--- src/rtl/mux_channel_scanner_pkg.sv ---
// Shared definitions for the mux channel scanner: scan state encodings,
// default geometry and the shared counter-width helper.
package mux_channel_scanner_pkg;

    localparam int DEF_SEL_W   = 3;
    localparam int DEF_SETTLE  = 2;
    localparam int DEF_DWELL_W = 8;

    typedef enum logic [1:0] {
        ST_IDLE   = 2'd0,
        ST_SETTLE = 2'd1,
        ST_SAMPLE = 2'd2,
        ST_DWELL  = 2'd3
    } scan_state_t;

    // One down-counter serves both the settle and the dwell phases, so it must
    // be wide enough to hold SETTLE-1 as well as any dwell value.
    function automatic int cnt_width(input int settle, input int dwell_w);
        int sw;
        sw = (settle > 1) ? $clog2(settle) : 1;
        return (dwell_w > sw) ? dwell_w : sw;
    endfunction

endpackage

--- src/rtl/mux_channel_scanner_next_channel_pick.sv ---
// Combinational priority finder: next enabled channel above the current select,
// wrapping to the lowest enabled channel and flagging the end of a frame.
module next_channel_pick
    import mux_channel_scanner_pkg::*;
#(
    parameter int SEL_W = DEF_SEL_W
) (
    input  logic [(1<<SEL_W)-1:0] mask,
    input  logic [SEL_W-1:0]      cur_sel,
    input  logic                  wrap,
    output logic [SEL_W-1:0]      next_ch,
    output logic                  frame_end
);

    localparam int N = 1 << SEL_W;

    logic [SEL_W-1:0] lowest;
    logic [SEL_W-1:0] above;
    logic             above_found;

    always_comb begin
        lowest      = '0;
        above       = '0;
        above_found = 1'b0;
        // Descending scans so the last hit wins, leaving the lowest match.
        for (int i = N - 1; i >= 0; i--) begin
            if (mask[i]) begin
                lowest = SEL_W'(i);
            end
        end
        for (int i = N - 1; i >= 0; i--) begin
            if (mask[i] && (i > int'(cur_sel))) begin
                above       = SEL_W'(i);
                above_found = 1'b1;
            end
        end
    end

    always_comb begin
        next_ch   = lowest;
        frame_end = 1'b0;
        if (!wrap) begin
            if (above_found) begin
                next_ch = above;
            end else begin
                frame_end = 1'b1;
            end
        end
    end

endmodule

--- src/rtl/mux_channel_scanner.sv ---
// Round-robin select sequencer for an 8:1 mux: settles each enabled channel,
// samples mux_out and hands the tagged sample downstream over valid/ready.
module mux_channel_scanner
    import mux_channel_scanner_pkg::*;
#(
    parameter int SEL_W   = DEF_SEL_W,
    parameter int SETTLE  = DEF_SETTLE,
    parameter int DWELL_W = DEF_DWELL_W
) (
    input  logic                  clk,
    input  logic                  rst_n,
    input  logic                  start,
    input  logic                  stop,
    input  logic                  continuous,
    input  logic [(1<<SEL_W)-1:0] ch_mask,
    input  logic [DWELL_W-1:0]    dwell,
    input  logic                  mux_out,
    output logic [SEL_W-1:0]      sel,
    output logic                  sample_valid,
    input  logic                  sample_ready,
    output logic                  sample_bit,
    output logic [SEL_W-1:0]      sample_ch,
    output logic                  busy,
    output logic                  frame_done
);

    localparam int N     = 1 << SEL_W;
    localparam int CNT_W = cnt_width(SETTLE, DWELL_W);
    localparam logic [CNT_W-1:0] SETTLE_INIT = CNT_W'(SETTLE - 1);

    scan_state_t        state;
    logic [CNT_W-1:0]   cnt;
    logic [N-1:0]       mask_l;
    logic [DWELL_W-1:0] dwell_l;
    logic               cont_l;

    logic [N-1:0]       pick_mask;
    logic               pick_wrap;
    logic [SEL_W-1:0]   next_ch;
    logic               frame_end;
    logic               do_advance;
    logic               go_idle;

    // In IDLE the finder looks at the live mask so the first select is ready
    // on the cycle after start, before the latched copy exists.
    assign pick_mask = (state == ST_IDLE) ? ch_mask : mask_l;
    assign pick_wrap = (state == ST_IDLE);

    next_channel_pick #(
        .SEL_W (SEL_W)
    ) u_pick (
        .mask      (pick_mask),
        .cur_sel   (sel),
        .wrap      (pick_wrap),
        .next_ch   (next_ch),
        .frame_end (frame_end)
    );

    always_comb begin
        do_advance = 1'b0;
        if (state == ST_SAMPLE && sample_ready && dwell_l == '0) begin
            do_advance = 1'b1;
        end else if (state == ST_DWELL && cnt == '0) begin
            do_advance = 1'b1;
        end
    end

    assign go_idle = stop || (frame_end && !cont_l);

    always_ff @(posedge clk or negedge rst_n) begin
        if (!rst_n) begin
            state        <= ST_IDLE;
            cnt          <= '0;
            mask_l       <= '0;
            dwell_l      <= '0;
            cont_l       <= 1'b0;
            sel          <= '0;
            sample_valid <= 1'b0;
            sample_bit   <= 1'b0;
            sample_ch    <= '0;
            busy         <= 1'b0;
            frame_done   <= 1'b0;
        end else begin
            frame_done <= 1'b0;
            case (state)
                ST_IDLE: begin
                    if (start) begin
                        mask_l  <= ch_mask;
                        dwell_l <= dwell;
                        cont_l  <= continuous;
                        if (ch_mask != '0) begin
                            state <= ST_SETTLE;
                            busy  <= 1'b1;
                            sel   <= next_ch;
                            cnt   <= SETTLE_INIT;
                        end else begin
                            frame_done <= 1'b1;
                        end
                    end
                end
                ST_SETTLE: begin
                    if (cnt == '0) begin
                        sample_bit   <= mux_out;
                        sample_ch    <= sel;
                        sample_valid <= 1'b1;
                        state        <= ST_SAMPLE;
                    end else begin
                        cnt <= cnt - 1'b1;
                    end
                end
                ST_SAMPLE: begin
                    if (sample_ready) begin
                        sample_valid <= 1'b0;
                        if (dwell_l != '0) begin
                            state <= ST_DWELL;
                            cnt   <= CNT_W'(dwell_l) - 1'b1;
                        end
                    end
                end
                ST_DWELL: begin
                    if (cnt != '0) begin
                        cnt <= cnt - 1'b1;
                    end
                end
                default: state <= ST_IDLE;
            endcase

            // Channel boundary: a stop request wins over a continuous restart,
            // but a completed frame is still reported.
            if (do_advance) begin
                frame_done <= frame_end;
                if (go_idle) begin
                    state <= ST_IDLE;
                    busy  <= 1'b0;
                end else begin
                    state <= ST_SETTLE;
                    sel   <= next_ch;
                    cnt   <= SETTLE_INIT;
                end
            end
        end
    end

endmodule

--- config.mk ---
export PLATFORM = sky130hd
export DESIGN_NAME = mux_channel_scanner
export DESIGN_NICKNAME = d
export VERILOG_FILES = /design/src/rtl/mux_channel_scanner_pkg.sv /design/src/rtl/mux_channel_scanner_next_channel_pick.sv /design/src/rtl/mux_channel_scanner.sv
export SDC_FILE = /design/constraint.sdc
export NUM_CORES = 1
export LEC_CHECK = 0
export CAP_MARGIN = 5
export CORE_ASPECT_RATIO = 1.2
export CORE_MARGIN = 2
export CORE_UTILIZATION = 55
export CTS_BUF_LIST = sky130_fd_sc_hd__clkbuf_16
export CTS_CLUSTER_SIZE = 25
export DETAILED_ROUTE_END_ITERATION = 6
export GPL_ROUTABILITY_DRIVEN = 0
export GPL_TIMING_DRIVEN = 0
export PLACE_DENSITY = 0.9
export SLEW_MARGIN = 20
export SYNTH_ARGS = -nofsm -noshare
export SYNTH_HDL_FRONTEND = slang
export SYNTH_SLANG_ARGS = --single-unit
--- constraint.sdc ---
create_clock -name clk -period 2.9 [get_ports clk]
set_input_delay 0.58 -clock clk [delete_from_list [all_inputs] [get_ports clk]]
set_output_delay 0.58 -clock clk [all_outputs]
set_load 0.1 [all_outputs]
# [Word-level counts from Yosys, hierarchy flattened]
# Cells that the tools add are included.
[totals] regBits=37 in_bits=23 word_cells=118 output_inout_bits=10
[classes] eq_ne=10 reduce_logical=25 order_cmp=7 n_mux=63 addsub=2
[ops] op="2-to-1 mux 8 bit" count=9
[ops] op="2-to-1 mux 3 bit" count=22
[ops] op="one-hot mux 8 bit (4 select lines)" count=1
[ops] op="nonzero test 8 bit" count=3
[ops] op="2-to-1 mux 1 bit" count=23
[ops] op="zero test 8 bit" count=2
[ops] op="subtractor 8 x 1 -> 8 bit, second input constant" count=2
[ops] op="> comparator 3 bit, first input constant" count=4
[ops] op="2-to-1 mux 2 bit" count=6
[ops] op="!= test 3 bit, second input constant" count=4
[ops] op="logical AND 1 bit" count=11
[ops] op="> comparator 2 x 3 -> 1 bit, first input constant" count=2
[ops] op="one-hot mux 2 bit (3 select lines)" count=1
[ops] op="AND reduction 6 bit" count=1
[ops] op="== test 2 bit, second input constant" count=2
[ops] op="!= test 2 bit, second input constant" count=2
[ops] op="AND reduction 2 bit" count=2
[ops] op="nonzero test 4 bit" count=1
[ops] op="> comparator 1 x 3 -> 1 bit, first input constant" count=1
[ops] op="!= test 3 x 2 -> 1 bit, second input constant" count=1
[ops] op="AND reduction 3 bit" count=1
[ops] op="== test 2 x 1 -> 1 bit, second input constant" count=1
[ops] op="zero test 2 bit" count=1
[ops] op="one-hot mux 1 bit (2 select lines)" count=1
[ops] op="3 further kinds" count=3

# [Depth between registers and ports, before layout]
[depth] ltp_word=17 depth_mapped=10 mapped_depth_nobuf=8

# [Modules after synthesis]
# A second synthesis with hierarchy kept.
[hier_totals] cells_unflattened=252 hier_area_um2=2457.4
[by_module_without_submodules] module="mux_channel_scanner" instances=1 cells_each=206 seq_area_each_um2=925.9 area_per_inst_um2=2155.8
[by_module_without_submodules] module="next_channel_pick" instances=1 cells_each=46 seq_area_each_um2=0.0 area_per_inst_um2=301.5

# [Worst setup path before layout]
# Ideal clock, no wire load.
[synth_path] path_type="register to register" start="reg sel[2]" end="reg sel[1]" arrival_ps=2586 setup_time_ps=127 required_time_ps=2773 slack_ps=187 n_path_buf=2 period_less_slack_ps=2713 path_stages_with_launch=9 cell_sequence="dfrtp_1 -> buf_2 -> and2_1 -> a2bb2o_4 -> nor3_4 -> a41o_2 -> o22ai_2 -> buf_6 -> mux2_4"
[synth_via] elab_chain_len=16 word_cells_on_any_way=39 cone_classes="order compare: 7; mux: 23; reduce/logical: 9"
[synth_lines] item="start, declared" line_no="mux_channel_scanner.sv:18" text="output logic [SEL_W-1:0] sel,"
[synth_lines] item="start signal, assigned" line_no="mux_channel_scanner.sv:94" text="sel <= next_ch;"
[synth_lines] item="start signal, assigned" line_no="mux_channel_scanner.sv:137" text="sel <= next_ch;"
[synth_lines] item="> comparator 3 bit" line_no="mux_channel_scanner_next_channel_pick.sv:32" text="if (mask[i] && (i > int'(cur_sel))) begin"
[synth_lines] item="logical AND 1 bit" line_no="mux_channel_scanner_next_channel_pick.sv:32"
[synth_lines] item="2-to-1 mux 3 bit or 2-to-1 mux 1 bit (tied branches) (7 in series)" line_no="mux_channel_scanner_next_channel_pick.sv:32"
[synth_lines] item="2-to-1 mux 3 bit" line_no="mux_channel_scanner_next_channel_pick.sv:43" text="if (above_found) begin"
[synth_lines] item="2-to-1 mux 3 bit" line_no="mux_channel_scanner_next_channel_pick.sv:42" text="if (!wrap) begin"
[synth_lines] item="2-to-1 mux 3 bit" line_no="mux_channel_scanner.sv:91" text="if (ch_mask != '0) begin"
[synth_lines] item="2-to-1 mux 3 bit" line_no="mux_channel_scanner.sv:87" text="if (start) begin"
[synth_lines] item="2-to-1 mux 3 bit" line_no="mux_channel_scanner.sv:85" text="case (state)"
[synth_lines] item="2-to-1 mux 3 bit" line_no="mux_channel_scanner.sv:132" text="if (go_idle) begin"
[synth_lines] item="2-to-1 mux 3 bit *" line_no="mux_channel_scanner.sv:130" text="if (do_advance) begin"
# Mark *: on every way between the ends. The rest lies on a longest branch, timed or not.
# A chain may end at the register's enable or synchronous reset.

# [Final worst setup path]
[layout_path] start="reg state[1]" end="reg sel[1]"
[layout_via] elab_chain_len=17 word_cells_on_any_way=49 cone_classes="eq/ne: 2; mux: 34; reduce/logical: 13"
[layout_lines] item="start, declared" line_no="mux_channel_scanner.sv:31" text="scan_state_t state;"
[layout_lines] item="start signal, assigned" line_no="mux_channel_scanner.sv:72" text="state <= ST_IDLE;"
[layout_lines] item="start signal, assigned" line_no="mux_channel_scanner.sv:92" text="state <= ST_SETTLE;"
[layout_lines] item="start signal, assigned" line_no="mux_channel_scanner.sv:106" text="state <= ST_SAMPLE;"
[layout_lines] item="zero test 2 bit" line_no="mux_channel_scanner.sv:46, mux_channel_scanner.sv:47, mux_channel_scanner.sv:85"
[layout_lines] item="2-to-1 mux 8 bit" line_no="mux_channel_scanner.sv:46" text="assign pick_mask = (state == ST_IDLE) ? ch_mask : mask_l;"
[layout_lines] item="2-to-1 mux 3 bit or logical AND 1 bit (tied branches)" line_no="mux_channel_scanner_next_channel_pick.sv:27, mux_channel_scanner_next_channel_pick.sv:32"
[layout_lines] item="2-to-1 mux 3 bit, or another cell as far along (7 in series)" line_no="mux_channel_scanner_next_channel_pick.sv:27" text="if (mask[i]) begin"
[layout_lines] item="2-to-1 mux 3 bit" line_no="mux_channel_scanner_next_channel_pick.sv:43"
[layout_lines] item="2-to-1 mux 3 bit" line_no="mux_channel_scanner_next_channel_pick.sv:42"
[layout_lines] item="2-to-1 mux 3 bit" line_no="mux_channel_scanner.sv:91"
[layout_lines] item="2-to-1 mux 3 bit" line_no="mux_channel_scanner.sv:87"
[layout_lines] item="2-to-1 mux 3 bit" line_no="mux_channel_scanner.sv:85"
[layout_lines] item="2-to-1 mux 3 bit" line_no="mux_channel_scanner.sv:132"
[layout_lines] item="2-to-1 mux 3 bit *" line_no="mux_channel_scanner.sv:130"
# Marks and branches as above.

==> results_dict.tcl <==
set metrics [dict create \
    start_util_pct 57.0 \
    totalWireLength_mm 5.85 \
    cts_buffer_depth 2 \
    timing.critical_path.mode_cell "sky130_fd_sc_hd__buf_6" \
    placement_rows 26 \
    post_synth_num_cell_types 50 \
    clock_skew_ns 0.0119 \
    run_status "finished clean" \
    area_of_placed_instances_um2 2820 \
    dp_hpwl_mm 4.36 \
    hold_buffers 0 \
    antenna_found_initial 0 \
    rsz0062_at_grt "no" \
    power_frac_seq_pct 45.4 \
    grt_max_degree 26 \
    maxCapViolations 0 \
    tritoncts_num_sinks 37 \
    slowest_stage "sky130_fd_sc_hd__dfrtp_1" \
    critPathKind "flop to flop" \
    share_clk_of_total_power_pct 49.1 \
    multi_input_comb_area_um2 1360 \
    fillCellCount 320 \
    placement.io_buffers 32 \
    ys_seq_elements 37 \
    min_path_type "input pin to async pin" \
    fraction_of_final_layout_cells_sized_beyond_drive_strength_1_pct 14.2 \
    async_reset_ff_share_pct 100 \
    area_growth_syn_to_layout_pct 23.4 \
    die-area_um2 4930 \
    max_freq_mhz 369 \
    inserted_clock_buffers 5 \
    syn_area_per_cell_um2 9.46 \
    count_of_buffers_added_by_post_cts_timing_repair_for_setup 0 \
    final-hold-violation-count 0 \
    nets 326 \
    sum_neg_setup_slack_ns 0 \
    chipWidth_um 64.4 \
    timing.final.crit_share_pct 93.5 \
    worst_ep_required_time_ns 3.07 \
    critPathMaxFanout 10 \
    wl_per_cell_um 16.6 \
    postSynthNetCount 286 \
    start_kind "flop" \
    cts_resized 0 \
    critical_path_data_arrival_time_ns 2.89 \
    timing.slew.headroom_pct 35.3 \
    seq_area_frac_synth_pct 38.4 \
    path_cells "inv_1, ha_1, buf_6, mux2i_1, a2bb2o_4, nor3_4, a41o_2, o22ai_2, buf_6, mux2_4" \
    final_core_utilization_pct 70.3 \
    antenna-diode-count 0 \
    global_route.overflow_total 0 \
    detailroute.via_count 2159 \
    critical_path.max_stage_delay_ns 0.40 \
    ioPinCount 33 \
    ys_dominant_reg_cell "sky130_fd_sc_hd__dfrtp_1" \
    synthesized_netlist_cell_count 255 \
    route.antenna.remaining_nets 0 \
    area.sequential_um2 926 \
    sw_frac_of_total_pct 23.3 \
    p_per_area_nw_per_um2 383 \
    yosysWarnings 0 \
    initialDrtViolationCount 190 \
    cts.reportedPaths.clkPinSlew_ns 0.07 \
    p_leak_uw 0.00129 \
    grt.total_usage_pct 26.0 \
    first_global_vias 2122 \
    power.total_uw 1140 \
    final_design_instance_area_without_fill_um2 2970 \
    combPwrFrac_pct 5.5 \
    fp.coreArea_um2 4230 \
    clock_tree.htree_level_count 2 \
    min_period_ns 2.71 \
    clock_tree.root_cell "sky130_fd_sc_hd__clkbuf_16" \
    remaining_drc_errors 0 \
    ir_worst_vdd_v 0.000261 \
    internal_power_uw 873 \
    die_height_um 76.5 \
    syn-cell-area_um2 2410 \
    final-setup-viol-count 0 \
    clk_latency_ns 0.29 \
    report.final.slew_viol_count 0 \
    grt_first_pass_wirelength_mm 9.99 \
    critical_path_end_type "flop" \
    tightestPinTransition_ns 0.967 \
    synth-edff-count 0 \
    first_pass_iters 4 \
    cts_tree "yes" \
    avgViaCountPerCell 6.13 \
    switchingPower_uw 266 \
]
[layout make-up]
class                   count  area share, %
multi-input cells         189           45.7
flip-flops and latches     37           31.1
repair buffers             33           11.5
clock buffers               5           4.21
inverters                  19           2.40
well taps                  56           2.36
plain buffers              10           1.81
clock inverters             3          0.841
[worst max-delay path: cells and delay by family (launching register included)]
kind | cells | cell delay [ns]
compound gates | 3 | 0.61
mux | 2 | 0.60
buf+inv | 3 | 0.50
flops | 1 | 0.40
simple gates | 1 | 0.27
fa+ha+maj | 1 | 0.22
[state kept, by name, summed over array words and instances (netlist names)]
name          flops
mask_l            8
cont_l            1
sample_ch         3
sample_bit        1
frame_done        1
sample_valid      1
busy              1
cnt               8
dwell_l           8
state             2
sel               3
[per-layer routing]
layer | up-vias | wire length, um | track usage [%]
li1 | 1025 | - | -
met1 | 1024 | 2290 | 30.4
met2 | 88 | 3020 | 44.1
met3 | 22 | 333 | 6.20
met4 | 0 | 210 | 13.0
met5 | - | 0 | 0
[kinds of logic (layout without fill, tap and decap cells)]
logic type	after synthesis	in the layout	synth area share, %
xor+xnor	4	4	1.45
compound gates	75	75	21.7
mux	32	32	14.6
flops	37	37	38.4
buf+inv	29	70	5.19
simple gates	70	70	14.4
fa+ha+maj	8	8	4.15
[worst paths after layout]
kind	slack, ns	to	from	depth (start not counted)
hold reg to reg	0.48	sample_ch[2]	sample_ch[2]	2
min in group clk	0.48	sample_ch[2]	sample_ch[2]	2
setup reg to reg	0.19	sel[1]	state[1]	10
max in group asynchronous	2.28	sel[0]	rst_n	2
setup / recovery	0.19	sel[1]	state[1]	10
hold / removal	0.19	cnt[5]	rst_n	1
[power groups by stage]
| stage | Clock [uW] | Combinational (uW) | Sequential (uW) |
|---|---|---|---|
| floorplan | 0 | 4.92 | 532 |
| global placement | 0 | 57.8 | 527 |
| detailed placement | 0 | 62.9 | 527 |
| CTS | 560 | 63.5 | 517 |
| global route | 576 | 68.4 | 517 |
| finish | 558 | 62.5 | 517 |
[cells in the final DEF, fill, tap and decap left out, types with 8 or more instances in the layout]
| cell type | netlist | layout |
|---|---|---|
| sky130_fd_sc_hd__nor3_1 | 9 | 9 |
| sky130_fd_sc_hd__o21ai_0 | 14 | 14 |
| sky130_fd_sc_hd__dfrtp_1 | 37 | 37 |
| sky130_fd_sc_hd__inv_1 | 19 | 19 |
| sky130_fd_sc_hd__clkdlybuf4s50_1 | 0 | 31 |
| sky130_fd_sc_hd__mux2_2 | 22 | 22 |
| sky130_fd_sc_hd__nand2_1 | 16 | 16 |
| sky130_fd_sc_hd__nor2_1 | 23 | 23 |
| sky130_fd_sc_hd__a21oi_1 | 18 | 18 |
| sky130_fd_sc_hd__ha_1 | 8 | 8 |
| sky130_fd_sc_hd__mux2i_1 | 9 | 9 |
[per-stage QoR]
step           hold WS [ns]  instances  worst slack (ns)
5_1_grt               0.214        352            0.0259
3_5_place_dp          0.473        344            0.0773
6_report              0.186        352             0.188
2_1_floorplan         0.284        255             0.187
4_1_cts               0.208        352             0.188
3_3_place_gp          0.467        343             0.122
[cell usage after synthesis (all sizes together), types with 2 or more instances]
| master | n | area, um^2 |
|---|---|---|
| o211a | 2 | 20.0 |
| o21ai | 14 | 70.1 |
| a31oi | 7 | 43.8 |
| clkbuf | 7 | 26.3 |
| nor2b | 3 | 18.8 |
| xnor2 | 3 | 26.3 |
| nand3b | 2 | 15.0 |
| o32ai | 3 | 26.3 |
| a21boi | 2 | 15.0 |
| nor3b | 2 | 20.0 |
| a32o | 2 | 20.0 |
| a211oi | 3 | 22.5 |
| nand4 | 2 | 12.5 |
| o211ai | 5 | 37.5 |
| nor3 | 10 | 61.3 |
| a32oi | 2 | 17.5 |
| nor4 | 2 | 12.5 |
| o31ai | 2 | 15.0 |
| a221oi | 3 | 26.3 |
| dfrtp | 37 | 926 |
| a21oi | 18 | 90.1 |
| a21o | 2 | 15.0 |
| mux2i | 9 | 90.1 |
| nand2 | 16 | 60.1 |
| buf | 3 | 27.5 |
| nor2 | 23 | 86.3 |
| ha | 8 | 100 |
| nand3 | 4 | 20.0 |
| mux2 | 23 | 263 |
| a221o | 2 | 20.0 |
| inv | 19 | 71.3 |
Note: power is estimated with default switching activity, not from simulation.
==> patch: new RTL, config.mk and constraints unchanged <==
`DEF_DWELL_W`: 8 -> 12.
--- a/src/rtl/mux_channel_scanner_pkg.sv
+++ b/src/rtl/mux_channel_scanner_pkg.sv
@@ -4,7 +4,7 @@
 
     localparam int DEF_SEL_W   = 3;
     localparam int DEF_SETTLE  = 2;
-    localparam int DEF_DWELL_W = 8;
+    localparam int DEF_DWELL_W = 12;
 
     typedef enum logic [1:0] {
         ST_IDLE   = 2'd0,
Ports: changed (resized dwell); port bits go from 33 to 37. No check against the original RTL was run, so the function may have changed too.
==> patch against the unedited design <==
Final area is 22% higher. Synthesized area is 26% higher. Sequential cell count is 8 higher. Wire length is 32% higher. Setup slack worse by 14 ps. Critical endpoint is now state[0].
Power is left out: it rests on default switching activity, and per cell area and clock period it moved more than threefold.
==> patch: results (changes against the unedited design) <==
clock_tree:
  clk_pin_slew_ps: 60
  htreeDepth: 2  # unchanged
  post_cts.repair.setup_buffers: 0  # unchanged
  clk_latency_ps: 290  # about the same
  cts-root-buf: "clkbuf_16"
  numCtsBuffers: 5  # unchanged
  cts_resized: 1  # +1
  cts_buffer_depth: 2  # unchanged
synth:
  ys_top_cells_by_count: "45 x dfrtp_1, 33 x nor2_1, 28 x mux2_2"
  synth_fp_nets: 363  # +27%
  synthArstFlopShare_pct: 100  # unchanged
  synth_top_cells_by_area: "dfrtp_1 37%, mux2_2 10%, a21oi_1 4.5%"
  seq_area_frac_synth_pct: 37.2  # -1.2 points
  ys_warn_count: 0  # unchanged
  ys_types: 58  # +16%
grt:
  met2_usage_pct: 43.8  # -0.29 points
  use_met1_pct: 34.1  # +3.7 points
  grt_usage_pct: 26.7  # +0.67 points
  grt_pass1_wl_um: 12900  # +29%
  grt_max_degree: 30  # +15%
  use_met3_pct: 4.99  # -1.2 points
  antenna_found_initial: 0  # unchanged
  grt_pass1_vias: 2720  # +28%
worst_setup_path:
  cp_max_fo: 8  # -2
  criticalPathCategory: "flop to flop"
  cpPeakStageDelay_ps: 490  # +90 ps
  regToRegStartpoint: "dwell_l[0]"
  crit_arrival_ps: 2940  # +50 ps
  ff2ff_path_depth: 9  # -1
  crit_path_end: "state[0]"
  crit_family: "simple AND/OR/NAND/NOR gates"
  slowest_stage: "nor2_1"
detailed_routing:
  wl_met2_um: 3820  # +27%
  m1WireLength_um: 3110  # +36%
  remaining_drc_errors: 0  # unchanged
  wirelength_um: 7710  # +32%
  met3_length_um: 505  # +52%
  drtIter0Drc: 283  # +49%
  routed_via_density: 6.55  # +6.8%
  top_layer: "met4"
  firstDrtPassIters: 6  # +2
cells_and_area:
  layout-drive-gt1-share_pct: 15.3  # +1.1 points
  diodes: 0  # unchanged
  areaGrowthSynthToFinish_pct: 19.6
  top_regs: "cnt (12), dwell_l (12), mask_l (8)"
  fin_nets: 406  # +25%
  fillers: 397  # +24%
placed_design:
  portBuffers: 35  # +9.4%
  pre_cts_ws_ps: 55.6  # -21.7 ps
  dp_hpwl_um: 5520  # +27%
  placed_cell_area_um2: 3470  # +23%
run:
  drv_cap: 0  # unchanged
timing:
  max_slew_margin_pct: 34.5  # -0.81 points
  fin_ws_ps: 174  # -14.4 ps
  clock_skew_ps: 7.03  # -4.88 ps
status:
  status: "complete, no violations"
hold_path:
  hold_path_class: "input port to asynchronous set/reset pin"
patch: how the worst min path moves through the flow:
stage	from	to	slack (ps)	cells past startpoint
final	rst_n	sel[1]	220	1
after global routing	rst_n	sel[1]	250	1
after CTS	rst_n	cnt[0]	240	1
after detailed placement	sample_valid	sample_valid	500	2
after global placement	sample_ch[0]	sample_ch[0]	490	1
after floorplan	rst_n	busy	280	0
patch: cell type report:
cell class	count	area share [%]
plain buffers	15	2.14
clock buffers	5	3.45
clock inverters	3	0.311
inverters	12	1.24
multi-input cells	256	49.5
flip-flops and latches	45	31.1
well taps	62	2.14
repair buffers	36	10.1
patch: stage by stage:
step	hold slack (ps)	instances
after floorplan	284	328
after global placement	489	425
after detailed placement	503	426
after CTS	241	434
after global routing	246	434
final	221	434
patch: logic make-up after synthesis:
family	Yosys count	synth area share (%)
simple gates	109	18.8
compound gates	96	21.6
flops	45	37.2
mux	36	13.2
buf+inv	27	3.93
fa+ha+maj	8	3.31
xor+xnor	7	2.02
